$ cat src/rtl/fifo_wr_arb.sv
// -----------------------------------------------------------------------------
// fifo_wr_arb
// Two-source arbiter for the single write port of the 32-bit packet FIFO
// (write clock domain). It grants one source at a time for a burst of
// BURST_LEN words. Acceptance is throttled on the FIFO fill level. The FIFO
// write strobe and data are registered.
//
// Ports
//   clk, rst_n         write-domain clock, asynchronous active-low reset
//   srcN_vld/data      source N word offer (N = 0, 1)
//   srcN_rdy           source N word accepted this cycle when srcN_vld = 1
//   fifo_wrusedw       FIFO write-side used-word count
//   fifo_wrreq/wrdata  registered FIFO write strobe and data
//   grant              one-hot current owner, 2'b00 = idle
//
// Configuration macro
//   ARB_FIXED_PRIO_EN  when defined, src0 always wins ties (fixed priority).
//                      When undefined (default), ties are resolved round-robin.
// -----------------------------------------------------------------------------
module fifo_wr_arb #(
    parameter int DW        = 32,
    parameter int AW        = 6,
    parameter int BURST_LEN = 4,
    parameter int FULL_TH   = 61
) (
    input  logic          clk,
    input  logic          rst_n,
    input  logic          src0_vld,
    input  logic [DW-1:0] src0_data,
    output logic          src0_rdy,
    input  logic          src1_vld,
    input  logic [DW-1:0] src1_data,
    output logic          src1_rdy,
    input  logic [AW-1:0] fifo_wrusedw,
    output logic          fifo_wrreq,
    output logic [DW-1:0] fifo_wrdata,
    output logic [1:0]    grant
);

    // The state encoding matches the one-hot grant value, so grant is the state register itself.
    typedef enum logic [1:0] {
        IDLE = 2'b00,
        G0   = 2'b01,
        G1   = 2'b10
    } state_t;

    localparam int             CW        = (BURST_LEN > 1) ? $clog2(BURST_LEN) : 1;
    localparam logic [CW-1:0]  LAST_CNT  = CW'(BURST_LEN - 1);
    // One extra bit so that a threshold equal to the FIFO depth is still representable.
    localparam logic [AW:0]    FULL_TH_W = (AW+1)'(FULL_TH);

    state_t          state_q,       state_d;
    logic [CW-1:0]   burst_cnt_q,   burst_cnt_d;
    logic            fifo_wrreq_q,  fifo_wrreq_d;
    logic [DW-1:0]   fifo_wrdata_q, fifo_wrdata_d;
`ifndef ARB_FIXED_PRIO_EN
    // 0: src0 was served last, 1: src1 was served last.
    logic            last_ptr_q,    last_ptr_d;
`endif

    logic            space_ok;
    logic            xfer0;
    logic            xfer1;
    logic            burst_done;
    state_t          tie_winner;
    state_t          g0_end_next;
    state_t          g1_end_next;

    // rdy depends only on ownership and fill level. It never depends on vld,
    // so there is no combinational loop through a source's handshake.
    assign space_ok   = ({1'b0, fifo_wrusedw} < FULL_TH_W);
    assign src0_rdy   = (state_q == G0) && space_ok;
    assign src1_rdy   = (state_q == G1) && space_ok;
    assign xfer0      = src0_vld && src0_rdy;
    assign xfer1      = src1_vld && src1_rdy;
    assign burst_done = (burst_cnt_q == LAST_CNT);

    assign fifo_wrreq  = fifo_wrreq_q;
    assign fifo_wrdata = fifo_wrdata_q;
    assign grant       = state_q;

`ifdef ARB_FIXED_PRIO_EN
    // src0 wins every contest. At the end of a burst, src1 gets the port only if src0 is silent.
    assign tie_winner  = G0;
    assign g0_end_next = src0_vld ? G0 : (src1_vld ? G1 : IDLE);
    assign g1_end_next = src0_vld ? G0 : (src1_vld ? G1 : IDLE);
`else
    // Round-robin: the source not served last wins a tie. At the end of a burst,
    // the other source takes over directly, with no idle bubble.
    assign tie_winner  = last_ptr_q ? G0 : G1;
    assign g0_end_next = src1_vld ? G1 : (src0_vld ? G0 : IDLE);
    assign g1_end_next = src0_vld ? G0 : (src1_vld ? G1 : IDLE);
`endif

    // Next-state logic. While space_ok is low, no transfer can happen, so the
    // state and burst count hold on their own. The write data holds its last
    // value between strobes.
    always_comb begin
        state_d       = state_q;
        burst_cnt_d   = burst_cnt_q;
        fifo_wrreq_d  = 1'b0;
        fifo_wrdata_d = fifo_wrdata_q;
`ifndef ARB_FIXED_PRIO_EN
        last_ptr_d    = last_ptr_q;
`endif
        case (state_q)
            IDLE: begin
                if (src0_vld && src1_vld) begin
                    state_d = tie_winner;
                end else if (src0_vld) begin
                    state_d = G0;
                end else if (src1_vld) begin
                    state_d = G1;
                end
            end
            G0: begin
                if (xfer0) begin
                    fifo_wrreq_d  = 1'b1;
                    fifo_wrdata_d = src0_data;
                    if (burst_done) begin
                        burst_cnt_d = '0;
                        state_d     = g0_end_next;
`ifndef ARB_FIXED_PRIO_EN
                        last_ptr_d  = 1'b0;
`endif
                    end else begin
                        burst_cnt_d = burst_cnt_q + CW'(1);
                    end
                end
            end
            G1: begin
                if (xfer1) begin
                    fifo_wrreq_d  = 1'b1;
                    fifo_wrdata_d = src1_data;
                    if (burst_done) begin
                        burst_cnt_d = '0;
                        state_d     = g1_end_next;
`ifndef ARB_FIXED_PRIO_EN
                        last_ptr_d  = 1'b1;
`endif
                    end else begin
                        burst_cnt_d = burst_cnt_q + CW'(1);
                    end
                end
            end
            default: begin
                state_d     = IDLE;
                burst_cnt_d = '0;
            end
        endcase
    end

    // State and output registers. Reset drops any partial burst; it is not resumed.
    // last_ptr resets to "src1 served last", so src0 wins the first tie.
    always_ff @(posedge clk or negedge rst_n) begin
        if (!rst_n) begin
            state_q       <= IDLE;
            burst_cnt_q   <= '0;
            fifo_wrreq_q  <= 1'b0;
            fifo_wrdata_q <= '0;
`ifndef ARB_FIXED_PRIO_EN
            last_ptr_q    <= 1'b1;
`endif
        end else begin
            state_q       <= state_d;
            burst_cnt_q   <= burst_cnt_d;
            fifo_wrreq_q  <= fifo_wrreq_d;
            fifo_wrdata_q <= fifo_wrdata_d;
`ifndef ARB_FIXED_PRIO_EN
            last_ptr_q    <= last_ptr_d;
`endif
        end
    end

endmodule
$ cat config.mk
export PLATFORM = sky130hd
export DESIGN_NAME = fifo_wr_arb
export DESIGN_NICKNAME = d
export VERILOG_FILES = /design/src/rtl/fifo_wr_arb.sv
export SDC_FILE = /design/constraint.sdc
export NUM_CORES = 1
export LEC_CHECK = 0
export BUFFER_PORTS_ARGS = -buffer_cell sky130_fd_sc_hd__buf_2
export CAP_MARGIN = 30
export CORE_ASPECT_RATIO = 0.5
export CORE_UTILIZATION = 30
export CTS_BUF_LIST = sky130_fd_sc_hd__clkbuf_4 sky130_fd_sc_hd__clkbuf_8
export DETAILED_ROUTE_END_ITERATION = 16
export PLACE_DENSITY = 0.67
export SYNTH_ARGS = -nofsm -noshare
export SYNTH_HDL_FRONTEND = slang
export SYNTH_SLANG_ARGS = --single-unit
$ cat constraint.sdc
create_clock -name clk -period 5.19 [get_ports clk]
set_clock_uncertainty 0.05 [all_clocks]
set_input_delay 0.7785 -clock clk [delete_from_list [all_inputs] [get_ports clk]]
set_output_delay 0.7785 -clock clk [all_outputs]
set_load 0.02 [all_outputs]
== Yosys cells after proc, flatten, opt, wreduce, memory -nomap -nowiden ==
Cells that the tools add are included.
Word-level totals
  flip-flop bits (word level): 38
  latch bits: 0
  bits in writable memories: 0
  memory bits (read-only): 0
  bits of input ports: 74
  output and inout bits: 37
  word-level logic and storage cells: 55
  memories kept: 0
Operators by class
  add/subtract/negate cells: 1
  multiply operators: 0
  divide/modulo/power cells: 0
  order comparisons: 1
  equal/unequal tests: 8
  shift-type cells: 0
  mux-type cells: 28
  bitwise operators: 1
  reductions and logical operators: 11
Operators with widths (number)
  32-bit 2-to-1 mux: 2
  32-bit one-hot mux with 2 select lines: 1
  2-bit 2-to-1 mux: 14
  2-bit one-hot mux with 3 select lines: 2
  5-bit AND reduction: 2
  2-bit != test (second input constant): 4
  1-bit 2-to-1 mux: 7
  6-bit < comparator (second input constant): 1
  3-bit AND reduction: 2
  1-bit logical AND: 5
  2-bit equality test (second input constant): 2
  4-bit != test (second input constant): 1
  1-bit one-hot mux with 2 select lines: 2
  2-bit by 1-bit adder with 2-bit output (second input constant): 1
  2-bit by 1-bit equality test with 1-bit output (second input constant): 1
  2-bit zero test: 1
  2-bit nonzero test: 1
  1-bit inverter: 1

== Logic depth before layout (Yosys ltp) ==
Gate-level depths: netlist (run 1).
  depth after elaboration: 5
  depth in mapped cells: 9
  mapped depth without buffers: 6

== Worst setup path after synthesis (run 1) ==
Ideal clock, no wire load.
  path kind: reg-to-reg
  start point: register state_q[0] (netlist: grant[0])
  end point: register fifo_wrdata_q[0] (netlist: fifo_wrdata[0])
  library setup time: 0.125 ns
  data arrival time: 1.985 ns
  data required time: 5.015 ns
  setup slack: 3.030 ns
  stages on the path, launching flop included: 10
  path buffers: 3
  period minus slack after synthesis: 2.160 ns
  cell sequence: dfrtp_1 -> inv_1 -> ha_1 -> buf_6 -> inv_6 -> o22ai_4 -> or3b_1 -> buf_6 -> buf_12 -> mux2_4
On the way
  word-level cells in the longest chain between the ends: 5
  elaborated cells on any way between the ends: 11
  classes of those cells: 4 x eq/ne; 1 x mux; 6 x reduce/logical
RTL lines
  start: declaration: line 52  | state_t state_q, state_d;
  start signal: assignment: line 165  | state_q <= state_d;
  2-bit equality test / 2-bit by 1-bit equality test with 1-bit output (equally long branches): line 73, 106, 72
  1-bit logical AND, on equally long branches: line 73, 72
  1-bit logical AND, on equally long branches: line 75, 74
  2-bit != test (no source line)
  3-bit AND reduction (no source line)
  end signal: assignment: line 168  | fifo_wrdata_q <= fifo_wrdata_d;
  end: declaration: line 55  | logic [DW-1:0] fifo_wrdata_q, fifo_wrdata_d;
Several ways; a longest one is shown, not always the timed one.
A chain may end at the register's enable or synchronous reset.

== Final worst setup path (run 1) ==
  start point: register state_q[0] (netlist: grant[0])
  end point: register fifo_wrdata_q[5] (netlist: fifo_wrdata[5])
The elaborated chain is that of the path after synthesis.

==> flow_summary_export.csv, run 1 <==
group,metric,value,unit
clocking,worst_skew_pair.late_latency,0.28,ns
synthesis,syn_inst,153,
drt,first_iter_violations,85,
placement,detailed_place_hpwl,3.966,mm
power,vdd_ir_drop_max,186.3,uV
cells_and_area,fin_area,2889,um2
setup_path,critPathMaxStageDelay,0.76,ns
outcome,run_status,"finished, final reports clean",
global_route,initial_antenna_violation_count,0,
clocking,clk_pin_slew,0.07,ns
global_route,grtUsageTotal,13.94,%
cells_and_area,drive_gt1_share,71.21,%
global_route,grt_remaining_overflow,0,
setup_path,critPathTopFamily,"simple AND/OR/NAND/NOR gates",
sta,final.min_clock_period,2.977,ns
sta,slew_headroom,41.31,%
synthesis,yosysWarnings,0,
cells_and_area,most_common_library_cell_in_the_layout_ignoring_fill_and_taps,"sky130_fd_sc_hd__buf_2",
synthesis,synth.distinct_cells,30,
floorplan,fp.dieH,62.45,um
sta,tightestPinTransition,0.8803,ns
global_route,met1_track_demand_over_resource_in_global_routing,16.70,%
worst_hold_path,hold_start,"fifo_wrdata[3]$_DFFE_PN0P_",
setup_path,reg2reg_launch_point,"grant[0]$_DFFE_PN0P_",
setup_path,end_kind,"flip-flop",
setup_path,path_class,"flip-flop to flip-flop",
global_route,grt.busiest_layer,"met2",
sta,fin_hold_ws,0.4551,ns
sta,period_share,57.36,%
flow_run,maxCapViolations,0,
clocking,cts_post_setup_buffers_inserted,0,
drt,post_drt_wl_per_cell,14.33,um
setup_path,critPathSlowestCell,"sky130_fd_sc_hd__ha_2",
drt,postRouteAntennaNets,0,
cells_and_area,most_frequent_cells_in_the_layout,"sky130_fd_sc_hd__buf_2, sky130_fd_sc_hd__dfrtp_1, sky130_fd_sc_hd__mux2_2",
placement,dpl_cell_area,2794,um2
clocking,ctsHtreeMaxLevel,2,
clocking,cts_tree,"built",
cells_and_area,post-route-util,42.13,%
clocking,cts_buffer_depth,2,
power,total_switching_power,0.0007528,W
drt,vias_per_cell,4.517,
global_route,grt_first_pass_wirelength,8.224,mm
setup_path,path_cells,"inv_1 > ha_2 > inv_6 > nand2_2 > or3b_2 > buf_16 > mux2_4",
sta,hold_viol_final,0,
global_route,globalRouteMet2Util,24.65,%
worst_hold_path,holdCritPathClass,"flip-flop to flip-flop",
setup_path,worst_setup_path_start_kind,"flip-flop",
power,p_sw_share,38.73,%
synthesis,synth_seq_area_share,43.44,%
placement,port-buffer-count,110,
drt,wl,5.102,mm
global_route,pin_count_of_the_biggest_net_entering_global_routing,39,
sta,final-setup-viol-count,0,
setup_path,worstPathBufferInverterCount,3,
cells_and_area,area_growth_syn_to_layout,31.79,%
cells_and_area,final_net_count,342,
setup_path,crit_fanout,36,
sta,report.final.slew_viol_count,0,
drt,route.vias.total,1608,
clocking,clock_sinks,38,
placement,finalWeightedCongestion,0.8617,
setup_path,startpoint,"grant[0]$_DFFE_PN0P_",
synthesis,nets_in_the_synthesized_netlist,232,
synthesis,ys_seq_elements,38,
floorplan,placement_rows,21,
global_route,first_global_vias,1747,
synthesis,post_synth.cell_area_avg,14.33,um2
setup_path,worstPathArrival,3.09,ns
sta,rsz_0062_raised_after_global_routing,"false",
power,share_seq_of_total_power,27.9,%
sta,fin_setup_tns,0,ns
clocking,postCtsHoldBufs,0,
power,power.internal,0.001191,W
clocking,root_buffer,"sky130_fd_sc_hd__clkbuf_8",
power,power.combinational.fraction,61.1,%
power,power_density,672.8,nW/um2
power,share_of_total_power_in_the_clock_network,11.0,%
floorplan,fp.coreArea,6858,um2
clocking,numCtsBuffers,5,
synthesis,post_synth_instance_area,2192,um2
drt,drt_drc_violations_left,0,
floorplan,die-width,122.9,um
power,leakagePower,1.491,nW
cells_and_area,antenna_cells_inserted,0,
floorplan,dieArea,7674,um2
global_route,globalRouteMet3Util,3.102,%
sta,f_max,335.9,MHz
floorplan,io_pins,111,
floorplan,start_util,31.96,%
setup_path,required,5.31,ns
drt,detail_route.first_pass.iterations,4,
clocking,cts.repair.resized,0,
## area by class of cell
cell class	instances	area (um2)
Timing Repair Buffer	111	578.1
Fill cell	658	3969
Clock inverter	1	5.005
Sequential cell	38	952.2
Multi-Input combinational cell	100	1117
Clock buffer	7	90.09
Tap cell	92	115.1
Inverter	7	31.28
## through the flow
step / instances / power, W / setup WS, ns
6_report: 356 / 0.001944 / 2.213
5_1_grt: 356 / 0.002075 / 2.018
4_1_cts: 356 / 0.001969 / 2.194
3_5_place_dp: 348 / 0.001748 / 2.197
3_3_place_gp: 347 / 0.001683 / 2.232
2_1_floorplan: 153 / 0.001500 / 3.030
## synth_stat cells
master,instances,area [um2]
sky130_fd_sc_hd__a211o_1,1,8.760
sky130_fd_sc_hd__a211oi_1,2,15.01
sky130_fd_sc_hd__a21oi_1,3,15.01
sky130_fd_sc_hd__a22oi_1,1,7.510
sky130_fd_sc_hd__buf_12,3,60.06
sky130_fd_sc_hd__buf_6,2,22.52
sky130_fd_sc_hd__clkbuf_1,3,11.26
sky130_fd_sc_hd__dfrtp_1,37,925.9
sky130_fd_sc_hd__dfstp_2,1,26.28
sky130_fd_sc_hd__ha_1,5,62.56
sky130_fd_sc_hd__inv_1,5,18.77
sky130_fd_sc_hd__inv_2,1,3.750
sky130_fd_sc_hd__inv_6,1,8.760
sky130_fd_sc_hd__mux2_1,5,56.30
sky130_fd_sc_hd__mux2_2,32,360.4
sky130_fd_sc_hd__mux2_4,30,450.4
sky130_fd_sc_hd__mux2i_1,2,20.02
sky130_fd_sc_hd__nand2_1,1,3.750
sky130_fd_sc_hd__nand2_2,1,6.260
sky130_fd_sc_hd__nand2b_1,2,12.51
sky130_fd_sc_hd__nand4_1,1,6.260
sky130_fd_sc_hd__nor2_1,5,18.77
sky130_fd_sc_hd__nor2b_1,1,6.260
sky130_fd_sc_hd__nor3_1,2,10.01
sky130_fd_sc_hd__nor3b_1,1,7.510
sky130_fd_sc_hd__o21ai_1,1,5.000
sky130_fd_sc_hd__o21bai_1,1,7.510
sky130_fd_sc_hd__o22ai_1,1,6.260
sky130_fd_sc_hd__o22ai_4,1,20.02
sky130_fd_sc_hd__or3b_1,1,8.760
## state kept, by name, indices dropped and copies added (netlist names)
signal	cells
fifo_wrdata	32
burst_cnt_q	2
grant	2
fifo_wrreq	1
last_ptr_q	1
## power by group through the flow
stage	sequential [W]	clock, W	combinational [W]
after floorplan	0.000708	0	0.000792
after global placement	0.000542	0	0.00114
after detailed placement	0.000544	0	0.00120
after CTS	0.000544	0.000221	0.00120
after global routing	0.000561	0.000241	0.00127
final	0.000542	0.000213	0.00119
## kinds of logic (layout without fill, tap and decap cells)
kind of cell / Yosys count / after routing / share of synthesized area [%]
AOI/OAI and AO/OA: 11 / 11 / 3.881
and+or+nand+nor: 15 / 15 / 3.654
DFF: 38 / 38 / 43.44
muxes: 69 / 69 / 40.47
adders and majority gates: 5 / 5 / 2.854
buffers and inverters: 15 / 126 / 5.708
## per-layer routing
layer / vias up / wire, um
li1: 761 / -
met1: 807 / 2098
met2: 33 / 2752
met3: 7 / 187
met4: 0 / 64
met5: - / 0
## final timing paths
kind | slack (ns) | end | cells past startpoint
setup reg to reg | 2.21 | fifo_wrdata[5]$_DFFE_PN0P_ | 7
hold / removal | 0.46 | fifo_wrdata[3]$_DFFE_PN0P_ | 1
setup / recovery | 2.21 | fifo_wrdata[5]$_DFFE_PN0P_ | 7
min in group asynchronous | 0.55 | grant[0]$_DFFE_PN0P_ | 1
max in group asynchronous | 4.00 | fifo_wrdata[6]$_DFFE_PN0P_ | 1
hold reg to reg | 0.46 | fifo_wrdata[3]$_DFFE_PN0P_ | 1
No activity file was read; power rests on OpenSTA's default activity.
==> inputs of run 2 (changes only) <==
- clock period: 5.19 -> 3 ns (I/O delays scaled with it)
==> flow_summary_export.csv, run 2 (synthesis results as in run 1) <==
group,metric,value,unit
outcome,run_status,"finished, final reports clean",
sta,rsz_0062_raised_after_global_routing,"false",
placement,finalWeightedCongestion,0.8207,
cells_and_area,final_cell_count_no_fill,357,
clocking,root_buffer,"sky130_fd_sc_hd__clkbuf_8",
power,leakagePower,1.513,nW
sta,hold_viol_final,0,
sta,report.final.slew_viol_count,0,
drt,detail_route.first_pass.iterations,4,
clocking,cts_buffer_depth,2,
floorplan,fp.dieH,62.45,um
clocking,worst_skew_pair.late_latency,0.28,ns
floorplan,fp.coreArea,6858,um2
sta,slew_headroom,43.57,%
clocking,clk_pin_slew,0.08,ns
setup_path,worst_setup_path_start_kind,"flip-flop",
global_route,grtUsageTotal,12.47,%
setup_path,required,3.12,ns
cells_and_area,drive_gt1_share,71.32,%
cells_and_area,area_growth_syn_to_layout,34.08,%
sta,final-setup-viol-count,0,
clocking,ctsHtreeMaxLevel,2,
floorplan,placement_rows,21,
floorplan,die-width,122.9,um
setup_path,crit_fanout,17,
placement,placed_cells_incl_taps,349,
sta,tightestPinTransition,0.8465,ns
global_route,grt_remaining_overflow,0,
clocking,numCtsBuffers,5,
cells_and_area,antenna_cells_inserted,0,
setup_path,worstPathArrival,2.55,ns
clocking,cts_post_setup_buffers_inserted,0,
cells_and_area,most_frequent_cells_in_the_layout,"sky130_fd_sc_hd__buf_2, sky130_fd_sc_hd__dfrtp_1, sky130_fd_sc_hd__mux2_2",
sta,period_share,80.96,%
floorplan,start_util,31.96,%
drt,route.vias.total,1583,
placement,port-buffer-count,110,
clocking,cts_tree,"built",
sta,fin_setup_tns,0,ns
clocking,cts.repair.resized,0,
sta,final.min_clock_period,2.429,ns
floorplan,io_pins,111,
floorplan,dieArea,7674,um2
power,fin_total_pwr,0.003501,W
setup_path,path_class,"flip-flop to flip-flop",
sta,f_max,411.7,MHz
global_route,pin_count_of_the_biggest_net_entering_global_routing,39,
placement,detailed_place_hpwl,3.653,mm
global_route,grt_first_pass_wirelength,7.493,mm
drt,first_iter_violations,43,
power,power_density,1191,nW/um2
cells_and_area,flip_flop_count_of_the_largest_register_all_copies_and_words_added,32,
clocking,postCtsHoldBufs,0,
clocking,clock_sinks,38,
worst_hold_path,holdCritPathClass,"input port to asynchronous set/reset pin",
flow_run,maxCapViolations,0,
global_route,first_global_vias,1629,
setup_path,reg2regPathDepth,7,
drt,wl,4.730,mm
drt,drt_drc_violations_left,0,
drt,postRouteAntennaNets,0,
drt,post_drt_wl_per_cell,13.25,um
setup_path,end_kind,"flip-flop",
cells_and_area,count_of_fill_cells_added_during_filler_insertion,650,
drt,vias_per_cell,4.434,
cells_and_area,most_common_library_cell_in_the_layout_ignoring_fill_and_taps,"sky130_fd_sc_hd__buf_2",
global_route,initial_antenna_violation_count,0,
cells_and_area,final_net_count,343,
power,vdd_ir_drop_max,354.9,uV
## run 2: changes by cell type in the layout (fill, tap and decap cells not counted)
cell / delta
sky130_fd_sc_hd__clkinv_2: -1
sky130_fd_sc_hd__bufinv_16: +2
sky130_fd_sc_hd__clkinv_4: +1
sky130_fd_sc_hd__clkbuf_4: -1
sky130_fd_sc_hd__buf_4: +1
sky130_fd_sc_hd__clkbuf_8: -1
## run 2: area by class of cell
type | instances | area [um2] | share of cell area [%]
multi-input cells | 100 | 1117 | 38.02
flip-flops and latches | 38 | 952.2 | 32.40
repair buffers | 112 | 585.6 | 19.92
well taps | 92 | 115.1 | 3.917
clock buffers | 5 | 68.82 | 2.341
clock inverters | 3 | 68.82 | 2.341
inverters | 7 | 31.28 | 1.064
## run 2: worst max-delay path, cell delays in order, from the launching register on
cell,delay [ns]
sky130_fd_sc_hd__dfrtp_1,0.42
sky130_fd_sc_hd__inv_1,0.10
sky130_fd_sc_hd__ha_1,0.22
sky130_fd_sc_hd__inv_2,0.09
sky130_fd_sc_hd__nand2_2,0.10
sky130_fd_sc_hd__or3b_2,0.74
sky130_fd_sc_hd__buf_16,0.28
sky130_fd_sc_hd__mux2_4,0.30
## run 2: power by group
part / leakage, nW / switching, W / total, W / internal [W]
registers: 0.451 / 0.000151 / 0.000937 / 0.000786
clock network: 0.0683 / 0.000182 / 0.000515 / 0.000333
logic: 0.994 / 0.000967 / 0.00205 / 0.00108
## run 2: through the flow
step / cell area (um2) / hold WS (ns) / worst slack (ns) / util, %
after CTS: 2939 / 0.2377 / 0.5663 / 42.86
after global routing: 2939 / 0.2835 / 0.4690 / 42.86
after detailed placement: 2801 / 0.4343 / 0.6061 / 40.85
after floorplan: 2192 / 0.1044 / 0.8395 / -
final: 2939 / 0.2113 / 0.5712 / 42.86
after global placement: 2774 / 0.4214 / 0.5807 / 40.45
## run 2: path summary, 6_finish.rpt
check	startpoint	end	slack (ns)
worst min-delay path	rst_n	grant[1]$_DFFE_PN0P_	0.21
worst max-delay path	grant[1]$_DFFE_PN0P_	fifo_wrdata[4]$_DFFE_PN0P_	0.57
max in group asynchronous	rst_n	fifo_wrdata[6]$_DFFE_PN0P_	2.15
worst min register to register	fifo_wrdata[9]$_DFFE_PN0P_	fifo_wrdata[9]$_DFFE_PN0P_	0.45
worst max register to register	grant[1]$_DFFE_PN0P_	fifo_wrdata[4]$_DFFE_PN0P_	0.57
min in group clk	fifo_wrdata[9]$_DFFE_PN0P_	fifo_wrdata[9]$_DFFE_PN0P_	0.45
## run 2: layer usage
layer  vias up  global-route usage (%)  wire length [um]
met2        32                   21.56              2499
met3         2                   3.376               187
met5         -                       0                 0
met1       788                   15.17              2016
met4         0                   3.506                27
li1        761                       -                 -
==> inputs of run 3 (changes only) <==
- ABC_AREA: default -> 1
- PLACE_DENSITY: 0.67 -> 0.66
- clock period: 3 -> 2.5 ns (I/O delays scaled with it)
==> flow_summary_export.csv, run 3 <==
group,metric,value,unit
power,vdd_ir_drop_max,528.7,uV
clocking,root_buffer,"sky130_fd_sc_hd__clkbuf_8",
placement,port-buffer-count,110,
synthesis,post_synth_and_or_nand_nor_area_fraction,46.47,%
drt,route.vias.total,2255,
sta,postLayoutSetupSlackWorst,0.5258,ns
floorplan,dieArea,7866,um2
power,share_seq_of_total_power,28.1,%
flow_run,maxCapViolations,0,
synthesis,post_synth.cell_area_avg,7.161,um2
setup_path,worst_setup_path_start_kind,"flip-flop",
synthesis,synth_compound_area_share,1.280,%
global_route,grt_first_pass_wirelength,10.36,mm
clocking,cts_buffer_depth,2,
cells_and_area,multi_input_comb_area,1136,um2
cells_and_area,post-route-util,42.12,%
setup_path,crit_fanout,21,
cells_and_area,final_cell_count_no_fill,512,
global_route,globalRouteMet3Util,3.229,%
worst_hold_path,holdCritPathClass,"input port to asynchronous set/reset pin",
synthesis,synth.largest_area_cell,"sky130_fd_sc_hd__dfrtp_1",
synthesis,synthAdderAreaFrac,2.782,%
floorplan,die-width,124.4,um
global_route,globalRouteMet2Util,29.90,%
clocking,postCtsHoldBufs,0,
global_route,grt.busiest_layer,"met2",
setup_path,critPathMaxStageDelay,0.43,ns
synthesis,main_combinational_cell_family_by_area_after_synthesis,"simple AND/OR/NAND/NOR gates",
setup_path,worstPathArrival,2.15,ns
setup_path,worstPathBufferInverterCount,3,
floorplan,fp.coreArea,6963,um2
drt,postRouteAntennaNets,0,
power,share_of_total_power_in_the_clock_network,11.8,%
power,power.internal,0.001917,W
synthesis,post_synth_main_area_contributors,"sky130_fd_sc_hd__dfrtp_1, sky130_fd_sc_hd__nand2_1, sky130_fd_sc_hd__nand3_1, sky130_fd_sc_hd__ha_1, sky130_fd_sc_hd__nand3_4",
synthesis,postSynth.topFlopCell,"sky130_fd_sc_hd__dfrtp_1",
sta,f_max,506.5,MHz
placement,detailed_place_hpwl,4.414,mm
global_route,grtUsageTotal,16.07,%
synthesis,synth.distinct_cells,23,
cells_and_area,antenna_cells_inserted,0,
cells_and_area,flip_flop_count_of_the_largest_register_all_copies_and_words_added,32,
setup_path,required,2.68,ns
synthesis,synth_edf_count,0,
synthesis,ys_seq_elements,38,
sta,rsz_0062_raised_after_global_routing,"false",
synthesis,ys_top_cells_by_count,"sky130_fd_sc_hd__nand2_1, sky130_fd_sc_hd__nand3_1, sky130_fd_sc_hd__dfrtp_1",
floorplan,fp.dieH,63.22,um
drt,detail_route.first_pass.iterations,6,
synthesis,yosys.cell_count.top_type,"sky130_fd_sc_hd__nand2_1",
cells_and_area,area_growth_syn_to_layout,30.44,%
global_route,grt_remaining_overflow,0,
synthesis,synth-async-reset-ratio,100.0,%
sta,final-setup-viol-count,0,
cells_and_area,drive_gt1_share,32.14,%
placement,finalWeightedCongestion,0.7864,
sta,final.min_clock_period,1.974,ns
clocking,numCtsBuffers,5,
global_route,met1_track_demand_over_resource_in_global_routing,19.26,%
synthesis,nets_in_the_synthesized_netlist,393,
setup_path,path_cells,"inv_1 > ha_1 > buf_4 > nor2_1 > nor2_4 > buf_12 > nand3_1 > nand2_1",
drt,drt_drc_violations_left,0,
clocking,worst_skew_pair.late_latency,0.29,ns
clocking,clock_sinks,38,
synthesis,xor_xnor_cell_area_share_of_the_yosys_netlist,0,%
floorplan,start_util,32.29,%
setup_path,path_class,"flip-flop to flip-flop",
clocking,cts_tree,"built",
global_route,initial_antenna_violation_count,0,
sta,slew_headroom,43.69,%
outcome,run_status,"finished, final reports clean",
power,leakagePower,1.779,nW
synthesis,post_synth_instance_area,2248,um2
clocking,cts.repair.resized,0,
setup_path,critPathTopFamily,"simple AND/OR/NAND/NOR gates",
floorplan,io_pins,111,
sta,period_share,78.97,%
drt,vias_per_cell,4.404,
sta,hold_viol_final,0,
synthesis,synth.mux.area_fraction,0,%
floorplan,placement_rows,21,
drt,post_drt_wl_per_cell,11.40,um
power,p_sw_share,49.88,%
synthesis,yosysWarnings,0,
drt,first_iter_violations,87,
cells_and_area,most_common_library_cell_in_the_layout_ignoring_fill_and_taps,"sky130_fd_sc_hd__nand2_1",
cells_and_area,final_net_count,498,
cells_and_area,register_area,952.2,um2
sta,fin_setup_tns,0,ns
placement,placed_cells_incl_taps,504,
global_route,pin_count_of_the_biggest_net_entering_global_routing,39,
placement,preCtsSetupSlack,0.5222,ns
cells_and_area,most_frequent_cells_in_the_layout,"sky130_fd_sc_hd__nand2_1, sky130_fd_sc_hd__buf_2, sky130_fd_sc_hd__nand3_1",
power,power_density,1304,nW/um2
drt,wl,5.838,mm
clocking,cts_post_setup_buffers_inserted,0,
power,total_switching_power,0.001908,W
setup_path,end_kind,"flip-flop",
power,power.combinational.fraction,60.1,%
clocking,clk_pin_slew,0.07,ns
synthesis,netlist.area_leader.share,41.18,%
global_route,first_global_vias,2312,
sta,tightestPinTransition,0.8447,ns
cells_and_area,count_of_fill_cells_added_during_filler_insertion,757,
synthesis,syn_inst,314,
synthesis,synth_seq_area_share,42.35,%
clocking,ctsHtreeMaxLevel,2,
setup_path,critPathSlowestCell,"sky130_fd_sc_hd__dfrtp_1",
sta,report.final.slew_viol_count,0,
## run 3: changes by cell type after synthesis, sizes merged, moves of 2 or more
cell    previous run  this run
nand4              1         4
mux2i              2         0
nand3              0        42
a211oi             2         0
nand2              2       182
buf                5        16
nor2               5         9
inv                7         9
clkbuf             3         1
a21oi              3         5
o22ai              2         0
nand2b             2         0
mux2              67         0
## run 3: final timing paths
| path | end | from | slack (ns) | cells past startpoint |
|---|---|---|---|---|
| worst max-delay path | fifo_wrdata[21]$_DFFE_PN0P_ | grant[0]$_DFFE_PN0P_ | 0.53 | 8 |
| worst min-delay path | grant[1]$_DFFE_PN0P_ | rst_n | 0.14 | 1 |
| worst max register to register | fifo_wrdata[21]$_DFFE_PN0P_ | grant[0]$_DFFE_PN0P_ | 0.53 | 8 |
| worst min register to register | fifo_wrdata[12]$_DFFE_PN0P_ | fifo_wrdata[12]$_DFFE_PN0P_ | 0.42 | 2 |
| max in group asynchronous | fifo_wrdata[25]$_DFFE_PN0P_ | rst_n | 1.73 | 1 |
| min in group clk | fifo_wrdata[25]$_DFFE_PN0P_ | src0_data[25] | 0.36 | 5 |
## run 3: final cells by class
type | count | area share [%]
Multi-Input combinational cell | 250 | 38.74
Tap cell | 92 | 3.925
Inverter | 9 | 1.152
Clock inverter | 1 | 0.1706
Timing Repair Buffer | 115 | 20.48
Sequential cell | 38 | 32.47
Clock buffer | 7 | 3.072
## run 3: worst register-to-register path, cell delays in order (launching register included)
cell and delay (ns):
sky130_fd_sc_hd__dfrtp_1 0.43, sky130_fd_sc_hd__inv_1 0.10, sky130_fd_sc_hd__ha_1 0.21, sky130_fd_sc_hd__buf_4 0.27, sky130_fd_sc_hd__nor2_1 0.13, sky130_fd_sc_hd__nor2_4 0.36
sky130_fd_sc_hd__buf_12 0.20, sky130_fd_sc_hd__nand3_1 0.09, sky130_fd_sc_hd__nand2_1 0.08
## run 3: kinds of logic (layout without fill, tap and decap cells)
kind of cell	after synthesis	in the layout
DFF	38	38
AOI/OAI and AO/OA	5	5
buffers and inverters	26	132
and+or+nand+nor	240	240
adders and majority gates	5	5
## run 3: stage by stage
step | hold WS [ns] | power (W) | instance area [um2]
after floorplan | 0.02941 | 0.002810 | 2248
after global placement | 0.3999 | 0.003397 | 2838
after detailed placement | 0.4035 | 0.003426 | 2838
after CTS | 0.1787 | 0.003886 | 2933
after global routing | 0.2309 | 0.004234 | 2933
final | 0.1399 | 0.003825 | 2933
## run 3: power groups by stage
stage | clock [W] | combinational (W) | sequential, W
3_5_place_dp | 0 | 0.00234 | 0.00109
2_1_floorplan | 0 | 0.00139 | 0.00142
4_1_cts | 0.000465 | 0.00234 | 0.00108
5_1_grt | 0.000495 | 0.00262 | 0.00112
6_report | 0.000451 | 0.00230 | 0.00108
3_3_place_gp | 0 | 0.00231 | 0.00108
## run 3: layer usage
layer / vias to the layer above / wire [um]
li1: 1194 / -
met1: 1025 / 2667
met2: 34 / 2977
met3: 2 / 167
met4: 0 / 25
met5: - / 0
